### config.mk
export PLATFORM = sky130hd
export DESIGN_NAME = mulctl_sched
export DESIGN_NICKNAME = d
export VERILOG_FILES = /design/src/rtl/mulctl_pkg.sv /design/src/rtl/mulctl_arb.sv /design/src/rtl/mulctl_sched.sv
export SDC_FILE = /design/constraint.sdc
export NUM_CORES = 1
export LEC_CHECK = 0
export BUFFER_PORTS_ARGS = -buffer_cell sky130_fd_sc_hd__buf_2
export CORE_UTILIZATION = 45
export CTS_CLUSTER_DIAMETER = 200
export DETAILED_ROUTE_END_ITERATION = 10
export MAX_ROUTING_LAYER = met4
export PLACE_DENSITY = 0.76
export SLEW_MARGIN = 10
export SYNTH_ARGS = -nofsm -noshare
export SYNTH_HDL_FRONTEND = slang
export SYNTH_HIERARCHICAL = 1
export SYNTH_SLANG_ARGS = --single-unit
export TNS_END_PERCENT = 30
### constraint.sdc
create_clock -name CLK -period 1.8 [get_ports CLK]
set_clock_uncertainty 0.05 [all_clocks]
set_input_delay 0.36 -clock CLK [delete_from_list [all_inputs] [get_ports CLK]]
set_output_delay 0.36 -clock CLK [all_outputs]
set_load 0.05 [all_outputs]
### src/rtl/mulctl_pkg.sv
// Shared definitions for the bit-serial multiplier scheduler: operand/result
// widths, job counter width and FSM state encoding.
package mulctl_pkg;

  localparam int OP_W  = 4;
  localparam int RES_W = 8;
  localparam int CYC_W = 5;

  typedef enum logic [2:0] {
    ST_IDLE = 3'd0,
    ST_CLR  = 3'd1,
    ST_SEND = 3'd2,
    ST_WAIT = 3'd3,
    ST_RECV = 3'd4,
    ST_DONE = 3'd5
  } state_e;

endpackage

### src/rtl/mulctl_arb.sv
// Two-way round-robin arbiter: a lone request wins, a tie goes to the
// priority pointer, and the pointer moves to the loser on every take.
module mulctl_arb (
  input  logic req0_i,
  input  logic req1_i,
  input  logic take_i,
  input  logic pri_i,
  output logic win_o,
  output logic pri_d_o
);

  // Winner selection
  always_comb begin
    win_o = 1'b0;
    if (req0_i && req1_i) begin
      win_o = pri_i;
    end else if (req1_i) begin
      win_o = 1'b1;
    end else begin
      win_o = 1'b0;
    end
  end

  // Pointer update: after a grant the other requester gets priority
  always_comb begin
    pri_d_o = pri_i;
    if (take_i) begin
      pri_d_o = ~win_o;
    end else begin
      pri_d_o = pri_i;
    end
  end

endmodule

### src/rtl/mulctl_sched.sv
// Scheduler for the 4x4 bit-serial multiplier core: arbitrate, serialize
// operands, deserialize product. Optional result check: MULCTL_CHECK_EN.
module mulctl_sched
  import mulctl_pkg::*;
#(
  parameter int MUL_LAT = 5
) (
  input  logic            CLK,
  input  logic            RST,
  input  logic            REQ0,
  input  logic            REQ1,
  input  logic [OP_W-1:0] A0,
  input  logic [OP_W-1:0] B0,
  input  logic [OP_W-1:0] A1,
  input  logic [OP_W-1:0] B1,
  output logic            GNT0,
  output logic            GNT1,
  output logic            DONE0,
  output logic            DONE1,
  output logic [RES_W-1:0] P,
  output logic            BUSY,
  output logic            MRST,
  output logic            SA,
  output logic            SB,
  input  logic            SO,
  output logic            ERR
);

  state_e             state_q, state_d;
  logic [CYC_W-1:0]   cyc_q, cyc_d;
  logic [OP_W-1:0]    opa_q, opa_d, opb_q, opb_d;
  logic [RES_W-1:0]   sh_q, sh_d, p_q, p_d;
  logic               idx_q, idx_d, pri_q, pri_d;
  logic               gnt0_q, gnt0_d, gnt1_q, gnt1_d;
  logic               done0_q, done0_d, done1_q, done1_d;
  logic               busy_q, busy_d, mrst_q, mrst_d;
  logic               sa_q, sa_d, sb_q, sb_d;
  logic               take_s, win_s;
  logic [RES_W-1:0]   res_s;

  assign take_s = (state_q == ST_IDLE) && (REQ0 || REQ1);
  assign res_s  = {SO, sh_q[RES_W-1:1]};

  mulctl_arb u_arb (
    .req0_i  (REQ0),
    .req1_i  (REQ1),
    .take_i  (take_s),
    .pri_i   (pri_q),
    .win_o   (win_s),
    .pri_d_o (pri_d)
  );

`ifdef MULCTL_CHECK_EN
  logic [RES_W-1:0] exp_q, exp_d;
  logic             err_q, err_d;
`endif

  // Next-state and registered-output logic
  always_comb begin
    state_d = state_q;
    cyc_d   = cyc_q;
    opa_d   = opa_q;
    opb_d   = opb_q;
    sh_d    = sh_q;
    p_d     = p_q;
    idx_d   = idx_q;
    gnt0_d  = 1'b0;
    gnt1_d  = 1'b0;
    done0_d = 1'b0;
    done1_d = 1'b0;
    sa_d    = 1'b0;
    sb_d    = 1'b0;
`ifdef MULCTL_CHECK_EN
    exp_d   = exp_q;
    err_d   = err_q;
`endif
    case (state_q)
      ST_IDLE: begin
        if (take_s) begin
          idx_d   = win_s;
          opa_d   = win_s ? A1 : A0;
          opb_d   = win_s ? B1 : B0;
          sh_d    = {RES_W{1'b0}};
          gnt0_d  = ~win_s;
          gnt1_d  = win_s;
          state_d = ST_CLR;
`ifdef MULCTL_CHECK_EN
          exp_d   = win_s ? ({4'd0, A1} * {4'd0, B1}) : ({4'd0, A0} * {4'd0, B0});
`endif
        end else begin
          state_d = ST_IDLE;
        end
      end
      ST_CLR: begin
        cyc_d   = {CYC_W{1'b0}};
        sa_d    = opa_q[0];
        sb_d    = opb_q[0];
        state_d = ST_SEND;
      end
      ST_SEND: begin
        cyc_d = cyc_q + 5'd1;
        if (cyc_q == 5'd3) begin
          state_d = (MUL_LAT == 4) ? ST_RECV : ST_WAIT;
        end else begin
          sa_d = opa_q[cyc_q[1:0] + 2'd1];
          sb_d = opb_q[cyc_q[1:0] + 2'd1];
        end
      end
      ST_WAIT: begin
        cyc_d = cyc_q + 5'd1;
        if (cyc_q == CYC_W'(MUL_LAT - 1)) begin
          state_d = ST_RECV;
        end else begin
          state_d = ST_WAIT;
        end
      end
      ST_RECV: begin
        cyc_d = cyc_q + 5'd1;
        sh_d  = res_s;
        if (cyc_q == CYC_W'(MUL_LAT + 7)) begin
          p_d     = res_s;
          done0_d = ~idx_q;
          done1_d = idx_q;
          state_d = ST_DONE;
`ifdef MULCTL_CHECK_EN
          if (res_s != exp_q) begin
            err_d = 1'b1;
          end else begin
            err_d = err_q;
          end
`endif
        end else begin
          state_d = ST_RECV;
        end
      end
      ST_DONE: begin
        state_d = ST_IDLE;
      end
      default: begin
        state_d = ST_IDLE;
      end
    endcase
    busy_d = (state_d != ST_IDLE);
    mrst_d = (state_d == ST_CLR);
  end

  // State and output registers; the core is held in reset while RST is high
  always_ff @(posedge CLK or posedge RST) begin
    if (RST) begin
      state_q <= ST_IDLE;
      cyc_q   <= {CYC_W{1'b0}};
      opa_q   <= {OP_W{1'b0}};
      opb_q   <= {OP_W{1'b0}};
      sh_q    <= {RES_W{1'b0}};
      p_q     <= {RES_W{1'b0}};
      idx_q   <= 1'b0;
      pri_q   <= 1'b0;
      gnt0_q  <= 1'b0;
      gnt1_q  <= 1'b0;
      done0_q <= 1'b0;
      done1_q <= 1'b0;
      busy_q  <= 1'b0;
      mrst_q  <= 1'b1;
      sa_q    <= 1'b0;
      sb_q    <= 1'b0;
    end else begin
      state_q <= state_d;
      cyc_q   <= cyc_d;
      opa_q   <= opa_d;
      opb_q   <= opb_d;
      sh_q    <= sh_d;
      p_q     <= p_d;
      idx_q   <= idx_d;
      pri_q   <= pri_d;
      gnt0_q  <= gnt0_d;
      gnt1_q  <= gnt1_d;
      done0_q <= done0_d;
      done1_q <= done1_d;
      busy_q  <= busy_d;
      mrst_q  <= mrst_d;
      sa_q    <= sa_d;
      sb_q    <= sb_d;
    end
  end

`ifdef MULCTL_CHECK_EN
  // Expected product and sticky mismatch flag
  always_ff @(posedge CLK or posedge RST) begin
    if (RST) begin
      exp_q <= {RES_W{1'b0}};
      err_q <= 1'b0;
    end else begin
      exp_q <= exp_d;
      err_q <= err_d;
    end
  end
  assign ERR = err_q;
`else
  assign ERR = 1'b0;
`endif

  assign GNT0  = gnt0_q;
  assign GNT1  = gnt1_q;
  assign DONE0 = done0_q;
  assign DONE1 = done1_q;
  assign P     = p_q;
  assign BUSY  = busy_q;
  assign MRST  = mrst_q;
  assign SA    = sa_q;
  assign SB    = sb_q;

endmodule

**Word-level counts from Yosys, hierarchy flattened**

Cells that the tools add are included.

- Latch bits: 0
- Output and inout bits: 17
- Input port bits: 21
- RAM bits: 0
- Memory bits (read-only): 0
- Word-level logic and storage cells: 69
- Memories kept: 0
- Flip-flop bits (word level): 42

- Shift operators: 0
- Divide/modulo/power cells: 0
- Order comparisons: 1
- $mul: 0
- Reductions and logical operators: 11
- Multiplexer cells: 28
- $add $sub $neg: 2
- Bitwise gates (word level): 2
- Equality and inequality tests: 9

Operators by type and width:

| operator | count |
|---|---|
| 1-bit 2-to-1 mux | 16 |
| 8-bit case mux with 2 select lines | 1 |
| 3-bit case mux with 5 select lines | 1 |
| 5-bit case mux with 2 select lines | 1 |
| 4-bit 2-to-1 mux | 2 |
| 8-bit 2-to-1 mux | 1 |
| 3-bit by 1-bit == test with 1-bit output, second input constant | 2 |
| 3-bit by 2-bit == test with 1-bit output, second input constant | 2 |
| 3-bit 2-to-1 mux | 2 |
| 2-bit AND reduction | 3 |
| 5-bit by 1-bit adder with 5-bit output, second input constant | 1 |
| 5-bit by 2-bit == test with 1-bit output, second input constant | 1 |
| 5-bit by 3-bit == test with 1-bit output, second input constant | 1 |
| 5-bit by 4-bit == test with 1-bit output, second input constant | 1 |
| 1-bit binary-select mux with 2-bit select | 2 |
| 1-bit case mux with 2 select lines | 2 |
| 2-bit nonzero test | 2 |
| 3-bit == test, second input constant | 1 |
| 3-bit logical NOT | 1 |
| 2-bit by 3-bit < comparator with 1-bit output, second input constant | 1 |
| 3-bit nonzero test | 1 |
| 3-bit OR reduction | 1 |
| 2-bit by 1-bit adder with 2-bit output, second input constant | 1 |
| 1-bit logical AND | 2 |
| 3 further kinds | 4 |

**Longest topological paths before layout**

- Word-level depth: 5
- Gate-level depth with buffers: 7
- Depth with buffers taken out: 5

**Hierarchy**

The synthesis kept the hierarchy.

Modules (own cells, without submodules):

| module | cells each | sequential area each (µm²) | times used | area an instance (µm²) |
|---|---|---|---|---|
| mulctl_sched | 153 | 1027.2 | 1 | 1861.8 |
| mulctl_arb | 4 | 0.0 | 1 | 31.3 |

**Least setup slack after synthesis**

OpenSTA, ideal clock, no wires.

- Kind: reg2reg
- From: register pri_q
- To: register opa_q[0]
- Setup time: 0.125 ns
- Data arrival time: 1.479 ns
- Path buffers: 1
- Slack: 0.146 ns
- Required time: 1.625 ns
- Stages on the path, launching flop included: 6
- Clock period less this slack: 1.654 ns
- Cell sequence: dfrtp_1 > nand2b_4 > and2_2 > clkbuf_1 > mux2_2 > mux2_2

- Word-level cells in the longest chain between the ends: 2

Ends and longest elaborated chain:

| element | RTL line | source |
|---|---|---|
| start, declared | mulctl_sched.sv:33 | `logic idx_q, idx_d, pri_q, pri_d;` |
| start signal, assigned | mulctl_sched.sv:174 | `pri_q <= pri_d;` |
| 1-bit 2-to-1 mux | mulctl_arb.sv:15 | `if (req0_i && req1_i) begin` |
| via win_s | mulctl_sched.sv:38 | `logic take_s, win_s;` |
| 4-bit 2-to-1 mux | mulctl_sched.sv:81 | `opa_d = win_s ? A1 : A0;` |
| end signal, assigned | mulctl_sched.sv:152 | `opa_q <= {OP_W{1'b0}};` |
| end signal, assigned | mulctl_sched.sv:169 | `opa_q <= opa_d;` |
| end, declared | mulctl_sched.sv:31 | `logic [OP_W-1:0] opa_q, opa_d, opb_q, opb_d;` |

The timed path passes the listed nets, and every way through them passes these cells.
A chain may end at the register's enable or synchronous reset.

**Final worst setup path**

- From: register cyc_q[0]
- To: register p_q[0], in the netlist P[0]

- Word-level cells in the longest chain between the ends: 2

Ends and longest elaborated chain:

| element | RTL line | source |
|---|---|---|
| start, declared | mulctl_sched.sv:30 | `logic [CYC_W-1:0] cyc_q, cyc_d;` |
| start signal, assigned | mulctl_sched.sv:151 | `cyc_q <= {CYC_W{1'b0}};` |
| start signal, assigned | mulctl_sched.sv:168 | `cyc_q <= cyc_d;` |
| 5-bit by 4-bit == test with 1-bit output | mulctl_sched.sv:120 | `if (cyc_q == CYC_W'(MUL_LAT + 7)) begin` |
| 2-bit AND reduction (no line) | -- |  |
| end signal, assigned | mulctl_sched.sv:155 | `p_q <= {RES_W{1'b0}};` |
| end signal, assigned | mulctl_sched.sv:172 | `p_q <= p_d;` |
| end, declared | mulctl_sched.sv:32 | `logic [RES_W-1:0] sh_q, sh_d, p_q, p_d;` |

Every way passes these cells.

==> flow_summary.toml <==
[status]
status = "finished, final reports clean"

[floorplan]
fp-row-count = 23
dieHeight_um = 66.9
io_pins = 38
fp.dieArea_um2 = 4470
core_area_um2 = 4030
die_w_um = 66.9
start_util = 0.470

[clocking]
ctsHoldBuffers = 0
clock-sinks = 41
clk_latency_ns = 0.29
cts_made_buffers = 5
cts_buffer_depth = 2
htree_levels = 2
cts_tree = "built"
clock-root-buffer = "clkbuf_8"
cts.clk_slew.worst_paths_ns = 0.07

[drt]
finalWirelength_mm = 3.49
vias_per_cell = 5.21
drcViolationCount = 0
ant_nets = 0
firstDrtPassIters = 4
drt_iter0_drc = 122
wl_per_cell_um = 13.7
num_vias = 1329

[flow_run]
maxCapViolCount = 0

[sta]
setup_tns_ns = 0
fmax_ghz = 0.560
worstMarginPinSlew_ns = 0.761
finalSetupViolations = 0
hold_viol = 0
min_period_ns = 1.79
slew_violations = 0
maxSlewHeadroom = 0.491
setup_ws_ns = 0.0137
finalCritPeriodShare = 0.992
rsz0062_at_grt = "true"

[cells_and_area]
nets = 227
final_area_um2 = 2300
num_antenna_cells = 0
syn2layout_area_growth_pct = 21.3
nFillCells = 357
final_cells = 255
layout-drive-gt1-share = 0.454

[grt]
grt_pass1_vias = 1304
grt_max_degree = 42
grt_usage = 0.178
grt_first_pass_wirelength_mm = 5.56
antenna_found_initial = 0
gr-total-overflow = 0

[placement]
portBuffers = 36
post-place-ws_ns = 0.0471
dpl_cell_area_um2 = 2140
routabilityCongestion = 0.850
dp.cells = 242
dp_hpwl_mm = 2.41

[setup_path]
worstReg2RegEnd = "P[0]$_DFFE_PP0P_"
critical_path.max_fanout = 5
crit_path_start_kind = "flop"
arrival_ns = 1.92
required_ns = 1.93
end_kind = "flop"
reg2reg_depth = 5
worstSetupPathType = "reg -> reg"
r2r_slack_ns = 0.01
worstReg2RegStart = "cyc_q[0]$_DFFE_PP0P_"

[synthesis]
ys_ff_latch = 41
syn_nets = 180
yosysSeqAreaShare = 0.543
yosys_warnings = 6
syn_inst = 157
synth_area_um2 = 1890
syn_avg_cell_area_um2 = 12.1
synth_cell_type_count = 40

[pwr]
power.density_nw_per_um2 = 1370
irDropWorstVdd_mv = 0.570
p_leak_nw = 1.14

[worst_hold_path]
hp-class = "in -> async"
## synthesized netlist by cell type, drive strengths merged
master,number,share of area
a211o,1,0.0046
a21boi,1,0.0040
a21oi,4,0.011
a22o,1,0.0046
a31oi,1,0.0033
and2,3,0.011
buf,6,0.024
clkbuf,2,0.0040
conb,1,0.0020
dfrtp,40,0.53
dfstp,1,0.014
ha,2,0.013
inv,9,0.018
mux2,26,0.15
mux2i,2,0.011
mux4,2,0.024
nand2,16,0.032
nand2b,6,0.024
nand3,2,0.0053
nand4,1,0.0033
nand4b,1,0.0046
nor2,4,0.017
nor3,2,0.0053
nor3b,2,0.0079
o2111ai,1,0.0046
o211ai,1,0.0040
o21a,1,0.0040
o21ai,13,0.034
o221a,1,0.0059
o32ai,2,0.0093
or3b,2,0.0093
## layer usage
metal  vias up  routed length, um  track usage
li1        640                  -            -
met3         6                138       0.0685
met2        31               1800        0.297
met5         -                  0            -
met4         0                 48       0.0665
met1       652               1500        0.192
## kinds of logic after synthesis
group | after synthesis | synth area share
mux | 30 | 0.189
flops | 41 | 0.543
compound gates | 27 | 0.0892
fa+ha+maj | 2 | 0.0132
simple gates | 39 | 0.118
buf+inv | 17 | 0.0456
other cells | 1 | 0.00198
## state kept, by name (all words and copies together), names as in the netlist
register	count
opb_q	4
GNT0	1
idx_q	1
BUSY	1
pri_q	1
GNT1	1
SB	1
DONE1	1
state_q	3
cyc_q	5
P	8
MRST	1
SA	1
sh_q	7
opa_q	4
DONE0	1
## power breakdown
part	internal, mW	switching (mW)
combinational	0.596	0.569
sequential	1.18	0.196
clock	0.312	0.298
## layout by cell type, fill, tap and decap left out, types with 3 or more instances in the layout
cell type  Yosys  layout
buf_4          1      11
nor2_1         3       3
nand2_1       16      16
inv_1          8       7
a21oi_1        4       4
mux2_4         0       3
nand2b_1       5       5
clkbuf_8       0       6
mux2_2        25      23
dfrtp_1       40      39
o21ai_0       12      12
buf_2          3      36
## layout make-up
| class | instances | area [um2] | share of cell area |
|---|---|---|---|
| Clock buffer | 8 | 90.1 | 0.0392 |
| Inverter | 9 | 33.8 | 0.0147 |
| Sequential cell | 41 | 1030 | 0.448 |
| Multi-Input combinational cell | 100 | 820 | 0.357 |
| Timing Repair Buffer | 47 | 263 | 0.114 |
| Tap cell | 50 | 62.6 | 0.0272 |
## through the flow
stage               power (mW)  hold slack (ns)   util
global route              3.37            0.170  0.570
floorplan                 2.22            0.371      -
CTS                       3.07            0.151  0.552
finish                    3.15            0.130  0.570
detailed placement        2.46            0.413  0.530
global placement          2.43            0.414  0.530
## critical path, cell delays in order, from the launching register on
cell and delay (ns):
dfrtp_2 0.45, inv_2 0.09, ha_4 0.13, nand4b_1 0.32, nor2_4 0.32, mux2_4 0.32
## what timing repair did
item,in CTS,in global routing
endpoints found under the setup margin,0,11
gates resized for setup,0,8
buffers inserted,0,4
## worst max path at each step
stage                                     from              endpoint
final                     cyc_q[0]$_DFFE_PP0P_      P[0]$_DFFE_PP0P_
after global routing      cyc_q[0]$_DFFE_PP0P_      P[4]$_DFFE_PP0P_
after CTS                 cyc_q[0]$_DFFE_PP0P_          SA$_DFF_PP0_
after detailed placement  cyc_q[0]$_DFFE_PP0P_      P[1]$_DFFE_PP0P_
after global placement    cyc_q[0]$_DFFE_PP0P_          SA$_DFF_PP0_
after floorplan                pri_q$_DFF_PP0_  opa_q[0]$_DFFE_PP0N_
Power figures use the tool's default switching activity.
